$ cat src/rtl/audio_pkg.sv
// audio_pkg
// Types and constants for the CODEC audio path. The read/write port wiring
// and the averaging filter both use them.
//   SAMPLE_W - CODEC sample width (two's complement)
//   sample_t - one signed sample
//   stereo_t - left/right pair, left in the upper half
package audio_pkg;

    localparam int SAMPLE_W = 24;

    typedef logic signed [SAMPLE_W-1:0] sample_t;

    typedef struct packed {
        sample_t left;
        sample_t right;
    } stereo_t;

endpackage

$ cat src/rtl/sample_ring.sv
// sample_ring
// History buffer for the moving-average filter. It is built from flops so
// that a reset clears every entry in one cycle. A write lands at the clock
// edge. The read is combinational at the same address, so the value you see
// is the one that the write in this cycle is about to replace.
// Ports:
//   clk      - system clock
//   reset    - synchronous, active-high; clears all entries
//   wr_en    - write wr_data into entry addr at the clock edge
//   addr     - shared read/write address
//   wr_data  - data to store
//   rd_data  - current contents of entry addr
module sample_ring #(
    parameter int DEPTH_LOG2 = 3,
    parameter int WIDTH      = 48
) (
    input  logic                  clk,
    input  logic                  reset,
    input  logic                  wr_en,
    input  logic [DEPTH_LOG2-1:0] addr,
    input  logic [WIDTH-1:0]      wr_data,
    output logic [WIDTH-1:0]      rd_data
);

    localparam int DEPTH = 1 << DEPTH_LOG2;

    logic [WIDTH-1:0] mem [DEPTH];

    always_ff @(posedge clk) begin
        if (reset) begin
            for (int i = 0; i < DEPTH; i++) begin
                mem[i] <= '0;
            end
        end else if (wr_en) begin
            mem[addr] <= wr_data;
        end
    end

    assign rd_data = mem[addr];

endmodule

$ cat src/rtl/audio_avg_filter.sv
// audio_avg_filter
// Stereo N-tap moving-average filter, N = 2^LOG2_N. The filter sits between
// the CODEC read port and the CODEC write port.
// Each channel keeps a running sum of the last N scaled terms (x >>> LOG2_N).
// Every accepted pair adds the new term, removes the oldest term from the
// ring, and stores the new term in its place. Because each term is already
// divided by N, the running sum stays inside the sample range, so the
// accumulator needs no guard bits.
// Ports:
//   clk       - system clock
//   reset     - synchronous, active-high
//   in_valid  - one-cycle strobe; in_left/in_right are accepted this cycle
//   in_left   - left input sample
//   in_right  - right input sample
//   out_valid - one-cycle strobe, one cycle after in_valid
//   out_left  - filtered left sample, held between strobes
//   out_right - filtered right sample, held between strobes
//   filled    - high once N pairs have been accepted since reset
// Handshake: there is no back-pressure. Every cycle with in_valid high is
// consumed. The result appears with out_valid on the next cycle. Upstream
// guarantees that the write side can take it.
module audio_avg_filter #(
    parameter int LOG2_N   = 3,
    parameter int SAMPLE_W = 24
) (
    input  logic                clk,
    input  logic                reset,
    input  logic                in_valid,
    input  logic [SAMPLE_W-1:0] in_left,
    input  logic [SAMPLE_W-1:0] in_right,
    output logic                out_valid,
    output logic [SAMPLE_W-1:0] out_left,
    output logic [SAMPLE_W-1:0] out_right,
    output logic                filled
);

    import audio_pkg::*;

    localparam logic [LOG2_N:0] N_COUNT = (LOG2_N + 1)'(1) << LOG2_N;

    logic [LOG2_N-1:0]           wr_ptr;
    logic [LOG2_N:0]             count;
    logic signed [SAMPLE_W-1:0]  acc_l;
    logic signed [SAMPLE_W-1:0]  acc_r;
    logic signed [SAMPLE_W-1:0]  s_l;
    logic signed [SAMPLE_W-1:0]  s_r;
    logic signed [SAMPLE_W-1:0]  o_l;
    logic signed [SAMPLE_W-1:0]  o_r;
    logic signed [SAMPLE_W-1:0]  nxt_l;
    logic signed [SAMPLE_W-1:0]  nxt_r;
    logic [2*SAMPLE_W-1:0]       ring_wr;
    logic [2*SAMPLE_W-1:0]       ring_rd;
    logic                        accept;

    // When reset and a strobe arrive in the same cycle, reset wins and the
    // sample is dropped.
    assign accept = in_valid && !reset;

    // Arithmetic shift rounds toward minus infinity.
    assign s_l = $signed(in_left) >>> LOG2_N;
    assign s_r = $signed(in_right) >>> LOG2_N;

    assign ring_wr = {s_l, s_r};
    assign o_l     = ring_rd[2*SAMPLE_W-1:SAMPLE_W];
    assign o_r     = ring_rd[SAMPLE_W-1:0];

    assign nxt_l = acc_l + s_l - o_l;
    assign nxt_r = acc_r + s_r - o_r;

    sample_ring #(
        .DEPTH_LOG2 (LOG2_N),
        .WIDTH      (2 * SAMPLE_W)
    ) u_ring (
        .clk     (clk),
        .reset   (reset),
        .wr_en   (accept),
        .addr    (wr_ptr),
        .wr_data (ring_wr),
        .rd_data (ring_rd)
    );

    always_ff @(posedge clk) begin
        if (reset) begin
            wr_ptr    <= '0;
            count     <= '0;
            acc_l     <= '0;
            acc_r     <= '0;
            out_valid <= 1'b0;
        end else begin
            out_valid <= in_valid;
            if (in_valid) begin
                // The pointer wraps at N without any extra logic.
                wr_ptr <= wr_ptr + 1'b1;
                acc_l  <= nxt_l;
                acc_r  <= nxt_r;
                if (count != N_COUNT) begin
                    count <= count + 1'b1;
                end
            end
        end
    end

    // The accumulator is the output register. It is written only on an
    // accepted strobe, so the output holds its value between strobes.
    assign out_left  = acc_l;
    assign out_right = acc_r;
    assign filled    = (count == N_COUNT);

endmodule

$ cat config.mk
export PLATFORM = sky130hd
export DESIGN_NAME = audio_avg_filter
export DESIGN_NICKNAME = d
export VERILOG_FILES = /design/src/rtl/audio_pkg.sv /design/src/rtl/sample_ring.sv /design/src/rtl/audio_avg_filter.sv
export SDC_FILE = /design/constraint.sdc
export NUM_CORES = 1
export LEC_CHECK = 0
export ABC_CLOCK_PERIOD_IN_PS = 3810
export CORE_MARGIN = 2
export CORE_UTILIZATION = 56
export DETAILED_ROUTE_END_ITERATION = 10
export PLACE_DENSITY = 0.89
export REMOVE_ABC_BUFFERS = 1
export SLEW_MARGIN = 30
export SYNTH_ARGS = -nofsm -noshare
export SYNTH_HDL_FRONTEND = slang
export SYNTH_HIERARCHICAL = 1
export SYNTH_SLANG_ARGS = --single-unit
$ cat constraint.sdc
create_clock -name clk -period 3.81 [get_ports clk]
set_input_delay 0.381 -clock clk [delete_from_list [all_inputs] [get_ports clk]]
set_output_delay 0.381 -clock clk [all_outputs]
set_load 0.02 [all_outputs]
## Yosys cells after proc, flatten, opt, wreduce, memory -nomap -nowiden

Memories as Yosys holds them, arrays and structs flattened. A register that Yosys moved wholly into a read port is not among the register bits.
Index checks and enable logic that the tools add are counted.

| word-level totals | value |
|---|---|
| flip-flop bits (word level) | 56 |
| bits in writable memories | 384 |
| input bits | 51 |
| output and inout port bits | 50 |
| logic and storage cells | 28 |
| memories | 1 |

Memory list:

| memory | depth | width | rd ports | clocked after Yosys merged registers in | wr ports | RTL line | RTL |
|---|---|---|---|---|---|---|---|
| u_ring.mem | 8 | 48 | 1 | 1 | 8 | sample_ring.sv:27 | `logic [WIDTH-1:0] mem [DEPTH];` |

| cells by class | value |
|---|---|
| add/subtract/negate cells | 6 |
| equal/unequal tests | 2 |
| muxes and demuxes | 10 |
| reductions and logical operators | 4 |

Operator list:

| kind | number |
|---|---|
| $add 24x21->24 | 2 |
| $mux 48 | 1 |
| $reduce_or 48->1 | 1 |
| $sub 24x24->24 | 2 |
| $mux 3 | 3 |
| $mux 1 | 6 |
| $add 4x1->4 const B | 1 |
| $eq 4x4->1 const B | 1 |
| $ne 4x4->1 const B | 1 |
| $add 3x1->3 const B | 1 |
| $reduce_and 2->1 | 1 |
| $logic_and 1x1->1 | 1 |
| $logic_not 1->1 | 1 |

## Longest topological paths before layout

| depth | value |
|---|---|
| depth in word-level cells | 7 |
| mapped depth | 17 |
| mapped depth without buffers | 14 |

## Modules after synthesis

The synthesis kept the hierarchy.

By module, submodules not included:

| module | instances | cells each | area an instance (µm²) | seq. area each (µm²) |
|---|---|---|---|---|
| sample_ring | 1 | 1081 | 17199.0 | 11531.1 |
| audio_avg_filter | 1 | 773 | 5926.9 | 1121.1 |

## Worst setup path before layout

OpenSTA, ideal clock, no wires.

| timing path | value |
|---|---|
| path type | flip-flop to flip-flop |
| from | register, netlist name wr_ptr[0] |
| to | register acc_r[23] (netlist: out_right[23]) |
| setup time | 0.134 ns |
| arrival time | 3.935 ns |
| data required time | 3.676 ns |
| path slack | -0.259 ns |
| stages on the path, launching flop included | 18 |
| path buffers | 4 |
| period minus slack after synthesis | 4.069 ns |
| cells stage by stage | dfxtp_1 buf_4 buf_6 buf_6 mux4_2 nand2_1 nand2_1 fa_1 inv_1 ha_1 clkbuf_1 nand4_1 a21oi_1 a221oi_4 o31ai_2 nand2_2 mux2i_1 or4_1 |

RTL lines:

| what | RTL line | RTL |
|---|---|---|
| end signal: assignment | audio_avg_filter.sv:95 | `acc_r <= nxt_r;` |
| end: declaration | audio_avg_filter.sv:44 | `logic signed [SAMPLE_W-1:0] acc_r;` |

==> reports/summary.txt <==
Synthesized area -> 23,130 um2
Nature of the critical path endpoint -> register
Area Growth Syn to Fin -> 20.88%
Post-detailed-route count of antenna-violating nets -> 0
1st-iter DRT viols -> 2,105
Arrival time reported for the critical path endpoint -> 4.42 ns
Final Worst Setup Slack -> -0.1800 ns
Post-Route Skew -> 0.01776 ns
Worst IR drop on VDD -> 0.8474 mV
Area of the core -> 40,830 um2
Syn Inst Count -> 1,854
Floorplan row count -> 74
Area share of the largest cell type after synthesis -> 49.86%
Seq. cell area -> 12,660 um2
Failing checks -> negative setup slack
Number of max-slew violations in the final report -> 0
Sequential-to-total area share from yosys stat -> 54.71%
Fraction of layout instances using a drive strength above 1 -> 22.61%
Most common cell in the netlist -> sky130_fd_sc_hd__and2_1
GRT Total Usage -> 28.27%
Global-route wire length before repair -> 93.68 mm
Die H -> 207.2 um
Number of max-capacitance violations reported -> 0
Final design utilization -> 68.46%
Via count -> 16,240
Power density normalized to cell area -> 643.3 nW/um2
Hold bufs inserted after CTS -> 0
Cell taking the most area after synthesis -> sky130_fd_sc_hd__edfxtp_1
Kind of critical path -> register to register
Flops & latches, synth -> 440
Final Instance Count excl. Fillers -> 2,651
Share of the clock period used by the worst path after layout -> 104.7%
Via count of the first global-routing pass -> 16,750
Setup violation total in the final timing report -> 9
Global route overflow -> 0
Clock tree from TritonCTS -> built
Largest net degree at the start of global routing -> 49
Vias per inst -> 6.126
Initial Util -> 56.64%
Synth cell count leaders -> sky130_fd_sc_hd__and2_1, sky130_fd_sc_hd__edfxtp_1, sky130_fd_sc_hd__inv_1
Unrepaired setup endpoints after global routing -> true
Max Root-Sink Buffers -> 3
Fillcell total -> 2,513
Max FO, Critical Path -> 6
Post-place setup slack -> -0.2934 ns
Achievable frequency -> 250.6 MHz
Final-stage net count -> 2,232
Final HPWL DP -> 37.00 mm
Final hold violations -> 0
Antenna cells -> 0
Worst hold path type -> primary input to register
IO Count -> 101
Fin Setup TNS -> -0.7219 ns
Die span in x -> 207.2 um
Count of cell types in the netlist -> 73
Reg clk slew, reported paths -> 0.06 ns
Clock network latency to the later pin of the worst-skew pair -> 0.57 ns
Outcome -> complete, but fails checks
Leakage component of the power -> 11.25 nW
Total length of routed wires -> 64.17 mm
Placed cell count -> 2,542
Count of buffers inserted at the top-level ports -> 94
Number of clock sinks -> 440
Worst Setup Start Kind -> register
Root buffer cell -> sky130_fd_sc_hd__clkbuf_16
Area of the multi-input gates -> 9793 um2
Number of enable-type register cells in the synthesized netlist -> 384
Number of antenna violations at the first check in global routing -> 2
WP data required -> 4.24 ns
Primary FF master, synth -> sky130_fd_sc_hd__edfxtp_1
Min Tclk post-route -> 3.990 ns
Wire per inst -> 24.21 um
Number of DRC violations after detailed routing -> 0
Mapped Avg Cell Area -> 12.47 um2
Routability-driven placement congestion ratio -> 0.9468
Ys async rst share -> 0%
Leading post-synthesis cells by cell area -> sky130_fd_sc_hd__edfxtp_1, sky130_fd_sc_hd__and2_1, sky130_fd_sc_hd__mux4_2
CTS H-Tree Depth -> 2
Worst slew slack as a fraction of its limit -> 32.98%
Total die area -> 42,940 um2
Transition time of the tightest slew-check pin -> 1.004 ns
Pre-antenna DRT Iters -> 5
Number of buffers inserted during clock tree synthesis -> 45
Warnings, synthesis -> 6
==> worst paths after layout <==
| check | start | end | slack (ns) | cells after the start |
|---|---|---|---|---|
| max | wr_ptr[0]$_SDFFE_PP0P_ | out_left[21]$_SDFFE_PP0P_ | -0.18 | 17 |
| min | in_valid | count[1]$_SDFFE_PP0P_ | 0.35 | 4 |
| max reg2reg | wr_ptr[0]$_SDFFE_PP0P_ | out_left[21]$_SDFFE_PP0P_ | -0.18 | 17 |
| min reg2reg | out_right[13]$_SDFFE_PP0P_ | out_right[13]$_SDFFE_PP0P_ | 0.48 | 2 |
==> per-stage QoR <==
step	instance area, um2	power (W)	hold slack [ns]
5_1_grt	27950	0.01872	0.3726
3_3_place_gp	25640	0.01188	0.4612
2_1_floorplan	22630	0.009743	0.4501
3_5_place_dp	25640	0.01214	0.4739
4_1_cts	27310	0.01688	0.3288
6_report	27950	0.01798	0.3540
==> final cells by class <==
type                            count  area share [%]
Clock buffer                       62           4.480
Clock inverter                     20          0.8415
Inverter                          201           2.699
Multi-Input combinational cell   1121           35.03
Sequential cell                   440           45.29
Tap cell                          532           2.381
Timing Repair Buffer              275           9.274
==> worst max-delay path, stage by stage (launching register included) <==
cell	delay (ns)
sky130_fd_sc_hd__dfxtp_4	0.38
sky130_fd_sc_hd__buf_12	0.14
sky130_fd_sc_hd__buf_4	0.11
sky130_fd_sc_hd__buf_6	0.09
sky130_fd_sc_hd__buf_6	0.10
sky130_fd_sc_hd__mux4_2	0.50
sky130_fd_sc_hd__mux2_4	0.29
sky130_fd_sc_hd__fa_1	0.49
sky130_fd_sc_hd__inv_2	0.05
sky130_fd_sc_hd__ha_4	0.27
sky130_fd_sc_hd__buf_4	0.12
sky130_fd_sc_hd__inv_2	0.05
sky130_fd_sc_hd__nor3_4	0.29
sky130_fd_sc_hd__o211ai_1	0.25
sky130_fd_sc_hd__nand2_1	0.22
sky130_fd_sc_hd__a41oi_2	0.18
sky130_fd_sc_hd__xnor2_1	0.24
sky130_fd_sc_hd__o21ai_0	0.10
==> cell families after synthesis <==
| kind of cell | after synthesis | synth area share [%] |
|---|---|---|
| and+or+nand+nor | 682 | 16.09 |
| DFF | 440 | 54.71 |
| buffers and inverters | 293 | 5.405 |
| AOI/OAI and AO/OA | 167 | 4.577 |
| muxes | 129 | 10.73 |
| adders and majority gates | 97 | 6.741 |
| xor gates and xnor gates | 46 | 1.742 |
==> registers in the layout, indices dropped and copies added (netlist names) <==
signal and cells:
out_left 24, u_ring/mem 384, out_valid 1, count 4
wr_ptr 3, out_right 24
==> metal layers <==
layer  routed length (um)  GRT usage, %  vias to the layer above
met1                22460         35.31                     8035
met2                32400         49.25                     1107
li1                     -             -                     6855
met5                    0             0                        -
met3                 6584         5.356                      244
met4                 2728         10.34                        0
==> power by group <==
part	switching, W	internal (W)	leakage (nW)	total [W]
logic	0.00418	0.00344	6.10	0.00763
registers	0.000245	0.00560	4.43	0.00584
clock network	0.00187	0.00264	0.719	0.00452
total	0.00630	0.0117	11.2	0.0180
==> layout by cell type, fill, tap and decap left out, drive strengths merged, types with 13 or more instances in the layout <==
master	netlist	final
buf	27	182
inv	200	202
nand2	174	174
and2	386	386
clkdlybuf4s50	0	92
xor2	24	24
a21oi	50	50
nand3	15	15
dfxtp	56	56
mux4	94	94
edfxtp	384	384
fa	46	46
mux2i	23	23
clkbuf	65	63
ha	51	51
xnor2	22	22
nor2	58	58
o21ai	49	49
nor3	13	13
==> what timing repair did <==
item | CTS | global route
gates cloned | 0 | 1
gates resized for setup | 35 | 103
pin swaps | 17 | 43
endpoints found under the setup margin | 21 | 24
setup buffers | 5 | 23
Note: power is estimated with default switching activity, not from simulation.
